<file path="src/rtl/coherence_inval_engine.sv">
// -----------------------------------------------------------------------------
// coherence_inval_engine
//
// Invalidation sequencer that sits after the coherence directory. For each
// write/upgrade request it sends one invalidation to every current sharer
// except the requester, in ascending L1 index order. It then collects the
// per-L1 acks and reports a completion. The directory uses that completion to
// make the requester the sole owner. One transaction is in flight at a time.
// A watchdog forces completion if acks stop arriving.
//
// Ports
//   clk, rst_n        clock, asynchronous active-low reset
//   req_*             request handshake: line index, requester id, sharer mask
//   inv_*             invalidation handshake: target L1 and line index
//   ack_vec           per-L1 single-cycle ack pulses (any number per cycle)
//   done_*            completion handshake: line, new owner mask, timeout flag
//   busy              high whenever a transaction is in progress
//
// All outputs are decoded from registered state only. There is no
// combinational path from any input to any output.
// -----------------------------------------------------------------------------
module coherence_inval_engine #(
  parameter  int N_LINES        = 1024,
  parameter  int N_SHARERS      = 8,
  parameter  int TIMEOUT_CYCLES = 1023,
  localparam int IDX_W          = $clog2(N_LINES),
  localparam int ID_W           = $clog2(N_SHARERS)
) (
  input  logic                 clk,
  input  logic                 rst_n,
  input  logic                 req_valid,
  output logic                 req_ready,
  input  logic [IDX_W-1:0]     req_line_idx,
  input  logic [ID_W-1:0]      req_id,
  input  logic [N_SHARERS-1:0] req_sharers,
  output logic                 inv_valid,
  input  logic                 inv_ready,
  output logic [ID_W-1:0]      inv_target,
  output logic [IDX_W-1:0]     inv_line_idx,
  input  logic [N_SHARERS-1:0] ack_vec,
  output logic                 done_valid,
  input  logic                 done_ready,
  output logic [IDX_W-1:0]     done_line_idx,
  output logic [N_SHARERS-1:0] done_owner_mask,
  output logic                 done_timeout,
  output logic                 busy
);

  localparam int TMR_W = $clog2(TIMEOUT_CYCLES + 1);
  localparam logic [TMR_W-1:0] TMR_MAX = TMR_W'(TIMEOUT_CYCLES);

  typedef enum logic [1:0] {
    ST_IDLE,
    ST_SEND,
    ST_WAIT,
    ST_DONE
  } state_e;

  state_e               state_q,   state_d;
  logic [IDX_W-1:0]     line_q,    line_d;
  logic [ID_W-1:0]      id_q,      id_d;
  logic [N_SHARERS-1:0] send_q,    send_d;     // invalidations still to send
  logic [N_SHARERS-1:0] outst_q,   outst_d;    // sent, not yet acked
  logic [TMR_W-1:0]     timer_q,   timer_d;    // consecutive quiet WAIT cycles
  logic                 timeout_q, timeout_d;

  logic [ID_W-1:0]      cur_target;
  logic [N_SHARERS-1:0] cur_bit;
  logic                 inv_hs;

  // Lowest set bit of the send mask. The loop scans downward, so the last
  // match it finds is the lowest index. That gives ascending send order.
  always_comb begin
    cur_target = '0;
    for (int i = N_SHARERS - 1; i >= 0; i--) begin
      if (send_q[i]) cur_target = ID_W'(i);
    end
  end

  assign cur_bit = N_SHARERS'(1) << cur_target;
  assign inv_hs  = (state_q == ST_SEND) && inv_ready;

  // NOTE: every signal assigned in this block gets a default first. Otherwise
  // a path that skips the assignment would infer a latch.
  always_comb begin
    state_d   = state_q;
    line_d    = line_q;
    id_d      = id_q;
    send_d    = send_q;
    outst_d   = outst_q & ~ack_vec;   // acks retire outstanding bits in any state
    timer_d   = '0;                   // the timer only runs while waiting
    timeout_d = timeout_q;

    unique case (state_q)
      ST_IDLE: begin
        if (req_valid) begin
          line_d    = req_line_idx;
          id_d      = req_id;
          send_d    = req_sharers & ~(N_SHARERS'(1) << req_id);
          outst_d   = '0;
          timeout_d = 1'b0;
          state_d   = (send_d != '0) ? ST_SEND : ST_DONE;
        end
      end

      ST_SEND: begin
        if (inv_hs) begin
          send_d  = send_q & ~cur_bit;
          // An ack that arrives in the same cycle as its handshake still counts.
          outst_d = (outst_q | cur_bit) & ~ack_vec;
          if (send_d == '0) state_d = (outst_d != '0) ? ST_WAIT : ST_DONE;
        end
      end

      ST_WAIT: begin
        if (outst_d == '0) begin
          state_d = ST_DONE;
        end else if ((outst_q & ack_vec) == '0) begin
          timer_d = (timer_q == TMR_MAX) ? timer_q : timer_q + 1'b1;
          if (timer_d == TMR_MAX) begin
            state_d   = ST_DONE;
            timeout_d = 1'b1;
          end
        end
        // If some bits were acked but others remain, timer_d keeps its default
        // of 0, which restarts the quiet-cycle count.
      end

      ST_DONE: begin
        if (done_ready) state_d = ST_IDLE;
      end

      default: state_d = ST_IDLE;
    endcase
  end

  // NOTE: sequential state uses non-blocking assignments only, so every flop
  // samples the values from before the clock edge.
  always_ff @(posedge clk or negedge rst_n) begin
    if (!rst_n) begin
      state_q   <= ST_IDLE;
      line_q    <= '0;
      id_q      <= '0;
      send_q    <= '0;
      outst_q   <= '0;
      timer_q   <= '0;
      timeout_q <= 1'b0;
    end else begin
      state_q   <= state_d;
      line_q    <= line_d;
      id_q      <= id_d;
      send_q    <= send_d;
      outst_q   <= outst_d;
      timer_q   <= timer_d;
      timeout_q <= timeout_d;
    end
  end

  // Output decode. Payload fields are forced to 0 outside their owning state.
  assign req_ready       = (state_q == ST_IDLE);
  assign busy            = (state_q != ST_IDLE);
  assign inv_valid       = (state_q == ST_SEND);
  assign inv_target      = inv_valid ? cur_target : '0;
  assign inv_line_idx    = inv_valid ? line_q : '0;
  assign done_valid      = (state_q == ST_DONE);
  assign done_line_idx   = done_valid ? line_q : '0;
  assign done_owner_mask = done_valid ? (N_SHARERS'(1) << id_q) : '0;
  assign done_timeout    = done_valid && timeout_q;

endmodule

</file>
<file path="config.mk">
export PLATFORM = sky130hd
export DESIGN_NAME = coherence_inval_engine
export DESIGN_NICKNAME = d
export VERILOG_FILES = /design/src/rtl/coherence_inval_engine.sv
export SDC_FILE = /design/constraint.sdc
export NUM_CORES = 1
export LEC_CHECK = 0
export ABC_AREA = 1
export CORE_UTILIZATION = 30
export CTS_BUF_LIST = sky130_fd_sc_hd__clkbuf_4 sky130_fd_sc_hd__clkbuf_8
export DETAILED_ROUTE_END_ITERATION = 8
export GPL_ROUTABILITY_DRIVEN = 0
export PLACE_DENSITY = 0.57
export SKIP_LAST_GASP = 1
export SYNTH_ARGS = -nofsm -noshare
export SYNTH_HDL_FRONTEND = slang
export SYNTH_SLANG_ARGS = --single-unit
</file>
<file path="constraint.sdc">
create_clock -name clk -period 3.4 [get_ports clk]
set_input_delay 0.68 -clock clk [delete_from_list [all_inputs] [get_ports clk]]
set_output_delay 0.68 -clock clk [all_outputs]
set_load 0.005 [all_outputs]
</file>
# Yosys cells after proc, flatten, opt, wreduce, memory -nomap -nowiden
# Index checks and enable logic that the tools add are counted.
# word_totals
word_cells	86
out_inout_bits	36
input_bits	34
register_bits	42
# classes
add_sub_neg	1
bitwise	9
n_eq_ne	14
reduce_logical	15
mux	37
shift	3
# op_table
cell	n
$mux 10	6
$and 8x8->8	5
$mux 8	5
$pmux 8 s2	2
$mux 3	9
$logic_not 8->1	3
$not 8->8	3
$shl 1x3->8 const A	3
$eq 10x10->1 const B	2
$mux 2	8
$reduce_bool 8->1	2
$add 10x1->10 const B	1
$ne 2x2->1 const B	4
$or 8x8->8	1
$pmux 2 s4	1
$ne 2x1->1 const B	3
$ne 3x3->1 const B	2
$reduce_and 6->1	1
$reduce_bool 2->1	3
$mux 1	5
$reduce_and 5->1	1
$eq 2x2->1 const B	2
$reduce_and 3->1	1
$eq 2x1->1 const B	1
4 further kinds	5

# Longest topological paths before layout
# Gate-level depths: netlist of run 1.
# logic_depth
depth_word	16
mapped_depth	15
depth_no_buf	15

# Worst setup path before layout of run 1
# Ideal clock, no wire load.
# synth_timing
path_type	reg-to-output
from	register state_q[1]
to	output port inv_line_idx[0]
stages_incl_launch_ff	7
t_arrival_ns	1.399
path_slack_ns	1.321
path_buffers	2
required_time_ns	2.720
cell_sequence	dfrtp_1 > inv_1 > ha_1 > clkbuf_1 > buf_1 > nand2_1 > inv_1
# synth_between
elab_chain_len	2
# synth_lines
element	line	text
start: declaration	59	state_e state_q, state_d;
start signal: assignment	149	state_q <= state_d;
$eq 2x1->1	162	assign inv_valid = (state_q == ST_SEND);
named net inv_valid	36	output logic inv_valid,
$mux 10	164	assign inv_line_idx = inv_valid ? line_q : '0;
end: declaration	39	output logic [IDX_W-1:0] inv_line_idx,
# The timed path passes the listed nets, and every way through them passes these cells.

# Worst setup path after layout of run 1
# layout_timing
from	register state_q[1]
to	output port inv_target[2]
# layout_between
elab_chain_len	2
# layout_lines
element	line	text
$eq 2x1->1	162	
$mux 3	163	assign inv_target = inv_valid ? cur_target : '0;
end: declaration	38	output logic [ID_W-1:0] inv_target,
# No other way between the ends.

==> reports/qor.csv, run 1 <==
stage,metric,value,unit
run_status,status,"finished, violations left",
run_status,violations,design-rule violations,
yosys,synth_top_area_share,38.2,%
sta,relSlewSlack,34.3,%
sta,tightest_slew,985,ps
pwr,ir_worst_vdd,0.376,mV
yosys,synth_compound_area_share,12.7,%
floorplan,start_util,31.2,%
clock_tree,post_cts_buffers,0,
sta,rsz0062_at_grt,no,
min_path,hold_path_class,reg2reg,
finish,multiInputGateArea,1420,um^2
placement,io_buffers,69,
min_path,min_path_cells,2,
yosys,avgSynthCellArea,7.12,um^2
worst_setup_path,crit_family,buffers and inverters,
yosys,async_flop_share,100,%
yosys,synth_edf_count,0,
worst_setup_path,worstSetupPathType,reg2out,
worst_setup_path,r2r_cells,8,
sta,hold_viol,0,
clock_tree,cts.sinks,42,
yosys,synth_xor_area_share,1.27,%
pwr,p_per_area,678,nW/um^2
yosys,yosys.area.top_type,dfrtp_1,
pwr,pwr-share-seq,31.0,%
floorplan,die_h,97.7,um
global_routing,grt_usage,15.0,%
worst_setup_path,path_cells,inv_1 -> ha_1 -> inv_1 -> nor2_1 -> clkdlybuf4s50_1,
floorplan,row_count,34,
pwr,leakage,1.80,nW
finish,drive_gt1_share,10.2,%
yosys,synthMuxAreaShare,4.10,%
clock_tree,cts_root_buf,clkbuf_8,
floorplan,die_x,97.7,um
worst_setup_path,start_kind,flop,
clock_tree,tritoncts,done,
finish,num_antenna_cells,0,
sta,min_period,2960,ps
yosys,synth_top_family_by_area,simple AND/OR/NAND/NOR gates,
pwr,intPower,1.39,mW
pwr,swShare,43.9,%
pwr,power.share.clock,13.4,%
worst_setup_path,critPathRequiredTime,2720,ps
yosys,synth_area_leaders,"dfrtp_1 38%, nand2_1 16%, inv_1 8.2%",
global_routing,antenna_found_initial,0,
floorplan,ios,70,
clock_tree,hold_buffers,0,
floorplan,dieArea,9550,um^2
worst_setup_path,cp_slowest_stage_delay,520,ps
worst_setup_path,crit_cells,5,
finish,final_nets,498,
yosys,synth_fa_ha_area_share,2.28,%
global_routing,grt_max_degree,43,
yosys,synth_area,2750,um^2
sta,final_max_slew_viol_count,0,
sta,fin_setup_tns,0,ps
yosys,ys_dominant_reg_cell,dfrtp_1,
finish,num-fill-cells,889,
sta,final-setup-viol-count,0,
pwr,pwr-share-comb,55.6,%
yosys,yosysSeqAreaShare,38.2,%
yosys,netlist_instances,386,
route,via_count,2659,
clock_tree,clk_pin_slew_worst_paths,90,ps
job,maxCapViolCount,0,
sta,skew,6.30,ps
route,drt_pre_antenna_iters,6,
global_routing,gr-total-overflow,0,
yosys,ys_ff_latch,42,
worst_setup_path,crit_slowest_cell,clkdlybuf4s50_1,
finish,regArea,1050,um^2
route,detail_route.wl_per_cell,12.3,um
clock_tree,cts_buffers,5,
yosys,mappedNetlistNets,425,
sta,fmax,0.338,GHz
yosys,synth_common_cells,"119 x nand2_1, 60 x inv_1, 42 x dfrtp_1",
yosys,synth_cell_types,32,
sta,period_share,87.0,%
route,avgViaCountPerCell,4.68,
yosys,yosys.area_share.simple,31.4,%
route,remaining_drc_errors,6,
placement,dp_hpwl,5440,um
worst_setup_path,cp.arrival,2280,ps
worst_setup_path,crit_path_end_kind,output port,
worst_setup_path,crit_top_cell,inv_1,
worst_setup_path,worst-path-max-fanout,13,
route,first_iter_violations,93,
clock_tree,htree_num_levels,2,
route,ant_nets,0,
pwr,total_power,2.48,mW
worst_setup_path,crit_buf_inv,3,
yosys,yosysMostFrequentCell,nand2_1,
route,wirelength,6960,um
clock_tree,ctsLongestPathBuffers,2,
pwr,p_sw,1.09,mW
clock_tree,cts_resized,0,
finish,area_delta_synth_final,32.9,%
global_routing,grt_pass1_wl,11600,um
floorplan,coreArea,8810,um^2
yosys,synth_warnings,0,
global_routing,grt_pass1_vias,2557,
clock_tree,clk_latency,300,ps
[registers in the layout, indices dropped and copies added, names as in the netlist]
register and count:
line_q 10, timer_q 10, outst_q 8, send_q 8, id_q 3, state_q 2
timeout_q 1
[cell type report]
type | instances | share of cell area, %
Inverter | 65 | 6.68
Multi-Input combinational cell | 273 | 39.0
Timing Repair Buffer | 72 | 19.4
Clock buffer | 5 | 1.88
Clock inverter | 3 | 0.582
Tap cell | 108 | 3.70
Sequential cell | 42 | 28.8
[path summary, 6_finish.rpt]
path,from,endpoint,slack [ps]
min in group asynchronous,rst_n,timer_q[5]$_DFF_PN0_,530
min reg2reg,id_q[2]$_DFFE_PN0P_,id_q[2]$_DFFE_PN0P_,520
max reg2reg,state_q[1]$_DFFE_PN0P_,send_q[2]$_DFFE_PN0P_,1200
min,id_q[2]$_DFFE_PN0P_,id_q[2]$_DFFE_PN0P_,520
max in group asynchronous,rst_n,outst_q[0]$_DFF_PN0_,2250
max,state_q[1]$_DFFE_PN0P_,inv_target[2],440
[logic make-up (layout without fill, tap and decap cells)]
logic type                 Yosys count  in the layout
AOI/OAI and AO/OA                   57             57
xor gates and xnor gates             4              4
adders and majority gates            5              5
buffers and inverters               71            145
DFF                                 42             42
muxes                               10             10
and+or+nand+nor                    197            197
[cells in the final DEF (no fill, tap or decap), types with 2 or more instances in the layout]
cell type	n
clkbuf_8	5
nor2_4	3
ha_1	5
mux2_2	10
a21oi_1	17
o21ai_0	23
o22ai_1	6
inv_2	5
o31ai_1	2
nand3_1	12
o32ai_1	2
buf_4	3
dfrtp_1	42
o21ai_2	2
nor2_1	33
inv_1	60
nand2_1	119
clkdlybuf4s50_1	68
nand4_1	17
nor2_2	2
nand2_2	7
xor2_1	2
xnor2_1	2
[power groups by stage]
| stage | combinational (mW) | sequential (mW) | clock [mW] |
|---|---|---|---|
| global placement | 1.38 | 0.772 | 0 |
| finish | 1.38 | 0.769 | 0.332 |
| floorplan | 0.887 | 0.752 | 0 |
| global route | 1.55 | 0.794 | 0.366 |
| CTS | 1.39 | 0.769 | 0.348 |
| detailed placement | 1.39 | 0.779 | 0 |
[stage by stage]
| step | worst slack (ps) | std cells | hold WS (ps) | util (%) | area [um^2] |
|---|---|---|---|---|---|
| floorplan | 1320 | 386 | 384 | - | 2750 |
| global placement | 856 | 560 | 492 | 40.5 | 3560 |
| detailed placement | 770 | 560 | 492 | 40.5 | 3560 |
| CTS | 413 | 568 | 514 | 41.5 | 3650 |
| global route | 258 | 568 | 565 | 41.5 | 3650 |
| finish | 441 | 568 | 518 | 41.5 | 3650 |
[worst min-delay path: stages (launching register included)]
cell	delay, ps
dfrtp_1	370
nand2_1	60
o21ai_0	60
[routing by layer]
layer | part of all wire [%] | GRT usage [%] | vias to the layer above
li1 | - | - | 1379
met1 | 46 | 19.0 | 1221
met2 | 49 | 25.8 | 50
met3 | 4.2 | 3.02 | 9
met4 | 1.0 | 4.08 | 0
met5 | 0 | 0 | -
No activity file was read; power rests on OpenSTA's default activity.
==> run 2, diff against run 1 <==
ABC_CLOCK_PERIOD_IN_PS = 3020   (was default)
clock period = 3.02 ns   (was 3.4 ns; I/O delays follow)
==> run 2 against run 1 <==
Compared with the run above:
- the run still ends with design-rule violations left
- power rose by 14%
- flip-flop and latch count did not move
- sequential share of layout area fell by 0.059 points
- clock power rose by 14%
- clock skew rose by 3.9 ps
- register-to-register slack got worse by 300 ps
- worst setup slack got worse by 12 ps
- first-iteration DRC count rose by 22%
- largest power group unchanged
- worst hold slack got worse by 64 ps
- critical path depth rose by 5
- global-route usage rose by 0.25 points
==> reports/qor.csv, run 2 (same netlist as run 1, synthesis figures left out) <==
stage,metric,value,unit
clock_tree,hold_buffers,0,
pwr,pwr-share-seq,30.9,%
pwr,ir_worst_vdd,0.402,mV
route,avgViaCountPerCell,4.73,
sta,hold_viol,0,
pwr,intPower,1.57,mW
pwr,swShare,44.2,%
worst_setup_path,path_cells,inv_2 -> nand2_1 -> nand2_1 -> nand2_1 -> nand2_1 -> nand2_2 -> nand2_1 -> nand2_1 -> nor2_1 -> clkdlybuf4s50_1,
sta,period_share,85.8,%
route,via_count,2693,
finish,final_area,3660,um^2
sta,min_period,2590,ps
placement,place_area,3570,um^2
worst_setup_path,cp_slowest_stage_delay,500,ps
route,ant_nets,0,
placement,io_buffers,69,
route,wirelength,7060,um
sta,tightest_slew,980,ps
clock_tree,cts_buffers,5,
pwr,total_power,2.81,mW
placement,dp.cells,561,
global_routing,grt_pass1_wl,11900,um
worst_setup_path,worstSetupPathType,reg2out,
clock_tree,tritoncts,done,
floorplan,die_x,97.7,um
global_routing,grt_pass1_vias,2536,
finish,area_delta_synth_final,33.1,%
route,first_iter_violations,113,
clock_tree,htree_num_levels,2,
clock_tree,clk_pin_slew_worst_paths,90,ps
floorplan,row_count,34,
worst_setup_path,critPathRequiredTime,2420,ps
clock_tree,cts.sinks,42,
finish,final_nets,499,
floorplan,die_h,97.7,um
placement,dp_hpwl,5430,um
worst_setup_path,r2r_cells,12,
route,drt_pre_antenna_iters,7,
worst_setup_path,worst-path-max-fanout,6,
finish,layout_commonest_cell,nand2_1,
sta,rsz0062_at_grt,no,
worst_setup_path,regToRegStartpoint,timer_q[0]$_DFF_PN0_,
finish,drive_gt1_share,10.4,%
pwr,pwr-share-comb,55.7,%
route,remaining_drc_errors,6,
finish,final_util,41.6,%
worst_setup_path,r2r_slack,900,ps
sta,skew,10.2,ps
run_status,status,"finished, violations left",
sta,final_max_slew_viol_count,0,
floorplan,ios,70,
clock_tree,clk_latency,300,ps
floorplan,dieArea,9550,um^2
finish,final_cell_mix,"119 x nand2_1, 68 x clkdlybuf4s50_1, 60 x inv_1, 42 x dfrtp_1, 33 x nor2_1",
finish,num_antenna_cells,0,
clock_tree,ctsLongestPathBuffers,2,
floorplan,start_util,31.2,%
worst_setup_path,crit_top_cell,nand2_1,
worst_setup_path,crit_path_end_kind,output port,
run_status,violations,design-rule violations,
worst_setup_path,crit_slowest_cell,clkdlybuf4s50_1,
clock_tree,post_cts_buffers,0,
pwr,p_per_area,769,nW/um^2
finish,final_cells,569,
pwr,leakage,1.81,nW
job,maxCapViolCount,0,
worst_setup_path,start_kind,flop,
worst_setup_path,startpoint,send_q[6]$_DFFE_PN0P_,
pwr,power.share.clock,13.5,%
global_routing,gr-total-overflow,0,
global_routing,antenna_found_initial,0,
pwr,p_sw,1.24,mW
worst_setup_path,reg2reg_to,state_q[0]$_DFFE_PN0P_,
worst_setup_path,cp.arrival,1990,ps
global_routing,grt_max_degree,43,
clock_tree,cts_root_buf,clkbuf_8,
global_routing,grt_usage,15.2,%
floorplan,coreArea,8810,um^2
finish,reg_top3,"line_q: 10 flops, timer_q: 10 flops",
min_path,hold_path_class,in2async,
sta,fin_setup_tns,0,ps
route,detail_route.wl_per_cell,12.4,um
sta,final-setup-viol-count,0,
clock_tree,cts_resized,0,
sta,fmax,0.386,GHz
sta,relSlewSlack,34.6,%
run 2: worst max-delay path, delay by kind of cell (launching register included):
kind	cells	cell delay (ps)
buffers and inverters	2	570
flip-flops	1	400
AND/OR/NAND/NOR	8	710
run 2: power groups by stage:
stage	Clock (mW)	Sequential, mW	Combinational [mW]
2_1_floorplan	0	0.846	0.999
3_3_place_gp	0	0.873	1.56
3_5_place_dp	0	0.883	1.57
4_1_cts	0.392	0.870	1.58
5_1_grt	0.418	0.896	1.76
6_report	0.378	0.869	1.57
run 2: how the worst max path moves through the flow:
| stage | end | slack [ps] |
|---|---|---|
| 3_3_place_gp | state_q[0]$_DFFE_PN0P_ | 700 |
| 3_5_place_dp | state_q[0]$_DFFE_PN0P_ | 640 |
| 5_1_grt | inv_target[0] | 270 |
| 4_1_cts | inv_target[0] | 420 |
| 6_report | inv_target[0] | 430 |
| 2_1_floorplan | inv_line_idx[0] | 1020 |
run 2: final cells by class:
cell class	count	area, um^2
clock inverters	3	21.3
inverters	65	244
clock buffers	5	68.8
well taps	108	135
repair buffers	73	716
flip-flops and latches	42	1050
fillers	923	5150
multi-input cells	273	1420
run 2: stage by stage:
step | hold WS, ps | setup WS [ps]
floorplan | 308 | 1020
global placement | 492 | 696
detailed placement | 503 | 641
CTS | 502 | 420
global route | 536 | 266
finish | 454 | 429
run 2: routing by layer:
metal	GRT usage, %	up-vias	share of wire, %
li1	-	1385	-
met1	19.2	1239	47
met2	26.9	61	49
met3	2.30	8	3.4
met4	4.20	0	1.1
met5	0	-	0
==> run 3, diff against run 2 <==
SKIP_CTS_REPAIR_TIMING = 1   (was default)
==> results of run 3 <==
Same layout as run 2: the final DEF is identical, and so are final timing and power.
==> RTL change (settings of run 3) <==
Put a register stage on the output `done_timeout`, cleared by the reset. The value now appears one clock later. The other outputs are not delayed to match.
--- a/src/rtl/coherence_inval_engine.sv
+++ b/src/rtl/coherence_inval_engine.sv
@@ -165,7 +165,13 @@
   assign done_valid      = (state_q == ST_DONE);
   assign done_line_idx   = done_valid ? line_q : '0;
   assign done_owner_mask = done_valid ? (N_SHARERS'(1) << id_q) : '0;
-  assign done_timeout    = done_valid && timeout_q;
+  always_ff @(posedge clk or negedge rst_n) begin
+    if (!rst_n) begin
+      done_timeout <= '0;
+    end else begin
+      done_timeout <= done_valid && timeout_q;
+    end
+  end
 
 endmodule
 
Formal check against the unedited RTL: same outputs for any inputs over 4 cycles, from zero or initial values and one cycle with rst_n low; that may be too few to reach the edited logic, so the function may still have changed.
==> RTL change against run 3 <==
- the flow still finishes with violations (design-rule violations)
- worst setup slack lost 110 ps
- maximum frequency down 4.0%
- clock skew is 1.4 ps lower
- routed wire length grew 2.0%
- sequential cell count grew 1
- synthesized area increased by 0.91%
- design area increased by 0.92%
- clock power is 9.0% higher
- die area rose by 0.89%
- utilization increased by 0.18 points
- non-clock buffer count shrank 1
- power grew 1.9%
- critical endpoint is now inv_target[1]
==> RTL change: results (changes against run 3) <==
\begin{tabular}{lr}
\hline
Metric & Value \\
\hline
\multicolumn{2}{l}{\textbf{Power and ir drop}} \\
Internal power summed over all cells & 1.63 mW (was 1.57 mW) \\
Max IR drop VDD & 0.000477 V (was 0.000402 V) \\
Static leakage & 1.82 nW (was 1.81 nW) \\
\multicolumn{2}{l}{\textbf{Critical path}} \\
Cell family with most CP delay & buffers and inverters (was simple AND/OR/NAND/NOR gates) \\
Register-to-register setup slack & 880 ps (was 900 ps) \\
Highest fanout seen on the critical path & 13 (was 6) \\
Worst R2R End & state\_q[1] (was state\_q[0]) \\
Peak per-stage delay on the critical path & 520 ps (was 500 ps) \\
Start point of the critical path & state\_q[1] (was send\_q[6]) \\
Worst endpoint data arrival time & 2100 ps (was 1990 ps) \\
\multicolumn{2}{l}{\textbf{Outcome}} \\
Failing checks & design-rule violations (unchanged) \\
Result of the run & complete, but fails checks (unchanged) \\
\multicolumn{2}{l}{\textbf{Logic synthesis}} \\
Net count of the mapped netlist & 426 (was 425) \\
Synth top area cells & dfrtp\_1 39\%, nand2\_1 16\%, inv\_1 8.1\% (was dfrtp\_1 38\%, nand2\_1 16\%, inv\_1 8.2\%) \\
Cell count after synthesis & 387 (was 386) \\
Sequential fraction of the synthesis area & 0.388 (was 0.382) \\
Top cell types by occurrence after synthesis & 119 x nand2\_1, 60 x inv\_1, 43 x dfrtp\_1 (was 119 x nand2\_1, 60 x inv\_1, 42 x dfrtp\_1) \\
\multicolumn{2}{l}{\textbf{Timing}} \\
Worst slack on hold paths & 468 ps (was 454 ps) \\
Worst slew margin & 0.338 (was 0.346) \\
Maximum clock skew at final layout & 8.81 ps (was 10.2 ps) \\
\multicolumn{2}{l}{\textbf{Routing}} \\
DRC violations left & 2 (was 6) \\
Count of TritonRoute iterations in the first routing pass & 8 (was 7) \\
Routed wire length per instance & 12.6 um (was 12.4 um) \\
Vias per Instance & 4.74 (was 4.73) \\
Number of DRC violations after detailed-routing iteration 0 & 87 (was 113) \\
\multicolumn{2}{l}{\textbf{Placed design}} \\
Dpl cell area & 3590 um2 (was 3570 um2) \\
Count of port buffers added during placement & 69 (unchanged) \\
Worst setup slack before clock tree synthesis & 451 ps (was 641 ps) \\
Detailed Place HPWL & 5620 um (was 5430 um) \\
\multicolumn{2}{l}{\textbf{GRT}} \\
Global-route wire length before repair & 12200 um (was 11900 um) \\
Vias in the first global route & 2661 (was 2536) \\
Largest net degree at the start of global routing & 44 (was 43) \\
\multicolumn{2}{l}{\textbf{Final layout}} \\
Fillers & 928 (was 923) \\
Storage element area & 1080 um2 (was 1050 um2) \\
Non-filler instance count after layout & 569 (unchanged) \\
\multicolumn{2}{l}{\textbf{Clock network}} \\
Source-to-sink clock delay at the later pin of the worst-skew pair & 300 ps (about the same) \\
Number of buffers created by CTS & 5 (unchanged) \\
\hline
\end{tabular}
==> RTL change: worst max-delay path by stage <==
stage / endpoint / slack, ps / cells after the start
after global routing: inv_target[2] / 190 / 5
after global placement: inv_target[2] / 540 / 5
final: inv_target[1] / 320 / 5
after floorplan: inv_line_idx[0] / 1020 / 6
after detailed placement: inv_target[1] / 450 / 5
after CTS: inv_target[1] / 110 / 5
==> RTL change: power groups by stage <==
| stage | clock [mW] | sequential [mW] | combinational, mW |
|---|---|---|---|
| 6_report | 0.412 | 0.881 | 1.57 |
| 5_1_grt | 0.454 | 0.907 | 1.77 |
| 3_5_place_dp | 0 | 0.891 | 1.57 |
| 2_1_floorplan | 0 | 0.860 | 0.999 |
| 4_1_cts | 0.430 | 0.879 | 1.58 |
| 3_3_place_gp | 0 | 0.882 | 1.56 |
==> RTL change: cells by family after synthesis <==
kind of cell,synth area share
adder cells (fa/ha/maj),0.0226
XOR/XNOR,0.0126
AO/OA/AOI/OAI,0.126
buffers and inverters,0.0988
multiplexers,0.0406
flip-flops,0.388
AND/OR/NAND/NOR,0.311
==> RTL change: area by class of cell <==
type,count,share of cell area
Multi-Input combinational cell,273,0.386
Sequential cell,43,0.291
Timing Repair Buffer,72,0.192
Inverter,65,0.0661
Tap cell,108,0.0366
Clock buffer,7,0.0261
Clock inverter,1,0.00203
==> RTL change: metal layers <==
| layer | GRT usage | vias up | wire length, um | share of wire |
|---|---|---|---|---|
| li1 | - | 1381 | - | - |
| met3 | 0.0243 | 8 | 224 | 0.031 |
| met2 | 0.267 | 53 | 3510 | 0.49 |
| met1 | 0.203 | 1254 | 3400 | 0.47 |
| met5 | 0 | - | 0 | 0 |
| met4 | 0.0448 | 0 | 61 | 0.0085 |
